$ cat src/rtl/bmp_ram_writer_if.sv
// Byte-stream write bus into bmp_ram_writer: the source presents bytes and the writer reports readiness
// and the address the next accepted byte will be stored at.
`ifndef ADDR_WIDTH
`define ADDR_WIDTH 18
`endif
`ifndef BYTE_WIDTH
`define BYTE_WIDTH 8
`endif

interface bmp_ram_writer_if #(
    parameter int ADDR_WIDTH = `ADDR_WIDTH,
    parameter int BYTE_WIDTH = `BYTE_WIDTH
);
    logic                  wr_valid;
    logic [BYTE_WIDTH-1:0] wr_data;
    logic                  wr_ready;
    logic [ADDR_WIDTH-1:0] wr_addr;

    modport master (
        output wr_valid,
        output wr_data,
        input  wr_ready,
        input  wr_addr
    );

    modport slave (
        input  wr_valid,
        input  wr_data,
        output wr_ready,
        output wr_addr
    );
endinterface

$ cat src/rtl/bmp_ram_writer.sv
// Streams one complete BMP image (header + pixels) byte by byte into on-chip storage.
// Optional macro BMP_RAM_WRITER_READBACK_EN adds a synchronous read port into the image storage.
`ifndef ADDR_WIDTH
`define ADDR_WIDTH 18
`endif
`ifndef BYTE_WIDTH
`define BYTE_WIDTH 8
`endif
`ifndef BMP_TOTAL_SIZE
`define BMP_TOTAL_SIZE 196662
`endif

module bmp_ram_writer #(
    parameter int ADDR_WIDTH = `ADDR_WIDTH,
    parameter int BYTE_WIDTH = `BYTE_WIDTH,
    parameter int TOTAL_SIZE = `BMP_TOTAL_SIZE,
    parameter int HDR_SIZE   = 54
) (
    input  logic                  clk,
    input  logic                  rst_n,
    input  logic                  start_i,
    bmp_ram_writer_if.slave       wr,
    output logic                  in_header_o,
    output logic                  busy_o,
    output logic                  done_o,
    output logic                  overflow_o
`ifdef BMP_RAM_WRITER_READBACK_EN
    ,
    input  logic                  rd_en_i,
    input  logic [ADDR_WIDTH-1:0] rd_addr_i,
    output logic [BYTE_WIDTH-1:0] rd_data_o
`endif
);

    typedef enum logic [1:0] {
        IDLE  = 2'd0,
        WRITE = 2'd1,
        DONE  = 2'd2
    } state_e;

    localparam logic [ADDR_WIDTH-1:0] LAST_ADDR = ADDR_WIDTH'(TOTAL_SIZE - 1);
    localparam logic [ADDR_WIDTH-1:0] HDR_ADDR  = ADDR_WIDTH'(HDR_SIZE);

    state_e                state_q;
    logic [ADDR_WIDTH-1:0] wrAddr_q;
    logic                  overflow_q;
    logic                  xfer;

    logic [BYTE_WIDTH-1:0] mem [0:TOTAL_SIZE-1];

    assign wr.wr_ready  = (state_q == WRITE);
    assign wr.wr_addr   = wrAddr_q;
    assign xfer         = wr.wr_valid && wr.wr_ready;
    assign busy_o       = (state_q == WRITE);
    assign done_o       = (state_q == DONE);
    assign overflow_o   = overflow_q;
    assign in_header_o  = (state_q == WRITE) && (wrAddr_q < HDR_ADDR);

    // A start pulse wins over everything else: it restarts the address and clears the sticky error.
    always_ff @(posedge clk or negedge rst_n) begin
        if (!rst_n) begin
            state_q    <= IDLE;
            wrAddr_q   <= '0;
            overflow_q <= 1'b0;
        end else begin
            if (start_i) begin
                overflow_q <= 1'b0;
            end else if (wr.wr_valid && (state_q != WRITE)) begin
                overflow_q <= 1'b1;
            end

            case (state_q)
                IDLE, DONE: begin
                    if (start_i) begin
                        state_q  <= WRITE;
                        wrAddr_q <= '0;
                    end
                end
                WRITE: begin
                    if (start_i) begin
                        wrAddr_q <= '0;
                    end else if (xfer) begin
                        if (wrAddr_q == LAST_ADDR) begin
                            state_q <= DONE;
                        end else begin
                            wrAddr_q <= wrAddr_q + ADDR_WIDTH'(1);
                        end
                    end
                end
                default: begin
                    state_q  <= IDLE;
                    wrAddr_q <= '0;
                end
            endcase
        end
    end

    // Storage is deliberately not reset so an abandoned image keeps whatever was already written.
    always_ff @(posedge clk) begin
        if (xfer) begin
            mem[wrAddr_q] <= wr.wr_data;
        end
    end

`ifdef BMP_RAM_WRITER_READBACK_EN
    always_ff @(posedge clk) begin
        if (rd_en_i) begin
            rd_data_o <= mem[rd_addr_i];
        end
    end
`endif

endmodule

$ cat src/flat_wrapper.sv
// flat-port wrapper written by rule: the top's interface ports become plain ports
module bmp_ram_writer_flat 
#(
    parameter int ADDR_WIDTH = `ADDR_WIDTH,
    parameter int BYTE_WIDTH = `BYTE_WIDTH,
    parameter int TOTAL_SIZE = `BMP_TOTAL_SIZE,
    parameter int HDR_SIZE   = 54
)
  (clk, rst_n, start_i, in_header_o, busy_o, done_o, overflow_o, wr_wr_valid, wr_wr_data, wr_wr_ready, wr_wr_addr);
  bmp_ram_writer_if #(.ADDR_WIDTH(ADDR_WIDTH), .BYTE_WIDTH(BYTE_WIDTH)) wr_i ();
  input  logic clk;
  input  logic rst_n;
  input  logic start_i;
  output logic in_header_o;
  output logic busy_o;
  output logic done_o;
  output logic overflow_o;
  input wire logic [$bits(wr_i.wr_valid)-1:0] wr_wr_valid;
  input wire logic [$bits(wr_i.wr_data)-1:0] wr_wr_data;
  output wire logic [$bits(wr_i.wr_ready)-1:0] wr_wr_ready;
  output wire logic [$bits(wr_i.wr_addr)-1:0] wr_wr_addr;
  assign wr_i.wr_valid = wr_wr_valid;
  assign wr_i.wr_data = wr_wr_data;
  assign wr_wr_ready = wr_i.wr_ready;
  assign wr_wr_addr = wr_i.wr_addr;
  bmp_ram_writer #(.ADDR_WIDTH(ADDR_WIDTH), .BYTE_WIDTH(BYTE_WIDTH), .TOTAL_SIZE(TOTAL_SIZE), .HDR_SIZE(HDR_SIZE)) u_core (.clk(clk), .rst_n(rst_n), .start_i(start_i), .wr(wr_i), .in_header_o(in_header_o), .busy_o(busy_o), .done_o(done_o), .overflow_o(overflow_o));
endmodule
$ cat config.mk
export PLATFORM = sky130hd
export DESIGN_NAME = bmp_ram_writer_flat
export DESIGN_NICKNAME = d
export VERILOG_FILES = /design/src/rtl/bmp_ram_writer_if.sv /design/src/rtl/bmp_ram_writer.sv /design/src/flat_wrapper.sv
export SDC_FILE = /design/constraint.sdc
export NUM_CORES = 1
export LEC_CHECK = 0
export BUFFER_PORTS_ARGS = -buffer_cell sky130_fd_sc_hd__buf_4
export CORE_MARGIN = 5
export CORE_UTILIZATION = 46
export CTS_CLUSTER_SIZE = 24
export DETAILED_ROUTE_END_ITERATION = 16
export HOLD_SLACK_MARGIN = 0.05
export PLACE_DENSITY = 0.75
export REMOVE_ABC_BUFFERS = 1
export SYNTH_ARGS = -nofsm -noshare
export SYNTH_HDL_FRONTEND = slang
export SYNTH_SLANG_ARGS = --single-unit
$ cat constraint.sdc
create_clock -name clk -period 2 [get_ports clk]
set_input_delay 0 -clock clk [delete_from_list [all_inputs] [get_ports clk]]
set_output_delay 0 -clock clk [all_outputs]
set_load 0.1 [all_outputs]
==> results.json <==
{
  "status": "finished, violations left",
  "violations": "negative setup slack",
  "hp-class": "in2async",
  "path_clk_slew_ns": 0.12,
  "async_reset_ff_frac": 1.00,
  "worst-slew-pin-transition_ns": 0.662,
  "p_leak_uw": 0.000782,
  "synth_edf_count": 0,
  "grt_usage": 0.205,
  "final-hold-violation-count": 0,
  "synth_cell_types": 35,
  "rows": 18,
  "drtPass1Iterations": 4,
  "ys_ff_latch": 21,
  "totalWireLength_um": 3400,
  "syn_avg_cell_area_um2": 8.74,
  "start_kind": "flip-flop",
  "gr-total-overflow": 0,
  "place.gp.congestion": 0.808,
  "skew_ns": 0.00532,
  "root_buffer": "clkbuf_4",
  "end_kind": "output port",
  "antenna_found_initial": 0,
  "cts_tree": "built",
  "synth_area_mm2": 0.00121,
  "ys_seq_area_frac": 0.433,
  "p_int_uw": 541,
  "synth.most_common_cell": "dfrtp_1",
  "vias": 1294,
  "start_util": 0.486,
  "n_antenna_cell": 0,
  "cp.required_ns": 2.00,
  "rsz0062_at_grt": "true",
  "vias_per_cell": 5.88,
  "dp_slack_ns": 0.00729,
  "drt_iter0_markers": 56,
  "postSynthCellCount": 139,
  "setup_violations": 4,
  "switching_share": 0.280,
  "die_area_mm2": 0.00377,
  "port_buffers": 26,
  "final_antenna_net_count": 0,
  "clk_path_buf_depth": 2,
  "relSlewSlack": 0.559,
  "seqCellArea_um2": 526,
  "die-width_um": 61.4,
  "peakVddDrop_v": 0.000347,
  "final_max_slew_viol_count": 0,
  "pin_count": 35,
  "multiInputGateArea_um2": 663,
  "fin_cells": 220,
  "grt_pass1_vias": 1257,
  "cts_buffers": 3,
  "fmax_ghz": 0.482,
  "drcViolationCount": 0,
  "arrival_ns": 2.07,
  "fin_crit_ns": 2.07,
  "cts.sinks": 21,
  "p_sw_uw": 210,
  "setup_ws_ns": -0.0749,
  "core_area_mm2": 0.00250,
  "period_share": 1.04,
  "fp.dieH_um": 61.4,
  "yosysTopAreaCell": "dfrtp_1",
  "hold_ws_ns": 0.103,
  "powerDensity_mw_per_mm2": 446,
  "critPathKind": "reg2out",
  "insertion_delay_ns": 0.31,
  "area_growth_pct": 38.7,
  "stdcell_area_mm2": 0.00169,
  "synthTopCellsByCount": "dfrtp_1, nor2_1, nand2_1, o21ai_1",
  "htree_levels": 1,
  "grt_first_pass_wirelength_um": 5790,
  "yosys-top-cells-area": "dfrtp_1, nor2_1, o21ai_1, nand2_1, a31oi_1",
  "placedCellCount": 209,
  "nNetsFinal": 205,
  "critPathMaxFanout": 6,
  "p_clk_frac": 0.280,
  "grt_max_degree": 22,
  "p_seq_frac": 0.574,
  "pwr-share-comb": 0.147,
  "cap_violations": 0,
  "hpwl_um": 2420,
  "fill_cells": 200,
  "yosys_warnings": 0,
  "drive_above_1_share": 0.321,
  "synth_top_area_frac": 0.433,
  "post_dp_cell_area_mm2": 0.00156,
  "wire_per_inst_um": 15.5,
  "ys.flop_type": "dfrtp_1"
}
-- cell type report --
cell class / instances / area share
Inverter: 5 / 0.0111
Tap cell: 30 / 0.0223
Timing Repair Buffer: 52 / 0.246
Multi-Input combinational cell: 108 / 0.393
Sequential cell: 21 / 0.312
Clock buffer: 4 / 0.0156
-- kinds of logic after synthesis --
kind of cell    synth area share
simple gates               0.245
buf+inv                   0.0422
fa+ha+maj                 0.0206
flops                      0.433
compound gates             0.260
-- worst max-delay path: stages, from the launching register on --
cell and delay, ns:
dfrtp_1 0.41, or4_4 0.55, nor4_4 0.21, buf_4 0.18, o2111a_1 0.23, buf_12 0.18
-- routing by layer --
metal / track usage / wire length (um) / up-vias
met5: 0 / 0 / -
met4: 0.0758 / 42 / 0
met3: 0.0294 / 216 / 6
met2: 0.329 / 1650 / 53
met1: 0.281 / 1500 / 606
li1: - / - / 629
-- registers in the layout (all words and copies together) (netlist names) --
signal / flops
u_core.overflow_o: 1
u_core.state_q: 2
u_core.wr.wr_addr: 18
-- timing repair --
item | in CTS | in global routing
pin swaps | 3 | 0
endpoints found under the setup margin | 2 | 9
hold buffers | 3 | 0
cloned | 0 | 0
endpoints found under the hold margin | 24 | 0
setup buffers | 3 | 1
gates resized for setup | 4 | 4
-- cell usage in the layout, fill, tap and decap left out, types with 2 or more instances in the layout --
cell type       n
buf_4          47
dfrtp_1        21
nor2_1         15
nand2_1        14
o21ai_1        11
a21oi_1         8
o21ai_0         8
nand3_1         7
a31oi_1         7
inv_1           5
nand4_1         4
o31ai_1         4
and3_1          3
clkbuf_4        3
dlygate4sd3_1   3
nor2b_1         2
or4_4           2
nor4_2          2
nand2b_1        2
a21o_1          2
a41oi_1         2
a41oi_2         2
ha_1            2
-- through the flow --
step / utilization / TNS (ns) / power, uW
5_1_grt: 0.674 / -0.393 / 787
3_5_place_dp: 0.623 / 0 / 540
4_1_cts: 0.661 / -0.0570 / 752
6_report: 0.674 / -0.116 / 751
2_1_floorplan: - / -51.48 / 498
3_3_place_gp: 0.623 / 0 / 538
-- power groups by stage --
| stage | clock network, uW | logic [uW] | registers [uW] |
|---|---|---|---|
| floorplan | 0 | 29.4 | 469 |
| global placement | 0 | 98.8 | 439 |
| CTS | 212 | 108 | 431 |
| detailed placement | 0 | 101 | 439 |
| global route | 235 | 119 | 432 |
| finish | 210 | 110 | 431 |
-- worst paths after layout --
path / endpoint / startpoint / slack, ns / cells past startpoint
max: in_header_o / u_core.wr.wr_addr[15]$_DFFE_PN0P_ / -0.07 / 5
min: u_core.wr.wr_addr[11]$_DFFE_PN0P_ / rst_n / 0.10 / 2
max reg2reg: u_core.wr.wr_addr[16]$_DFFE_PN0P_ / u_core.wr.wr_addr[15]$_DFFE_PN0P_ / -0.03 / 6
min reg2reg: u_core.state_q[0]$_DFFE_PN0P_ / u_core.state_q[0]$_DFFE_PN0P_ / 0.53 / 1
max in group asynchronous: u_core.wr.wr_addr[1]$_DFFE_PN0P_ / rst_n / 1.68 / 2
min in group clk: u_core.state_q[1]$_DFFE_PN0P_ / start_i / 0.45 / 3
Note: power is estimated with default switching activity, not from simulation.
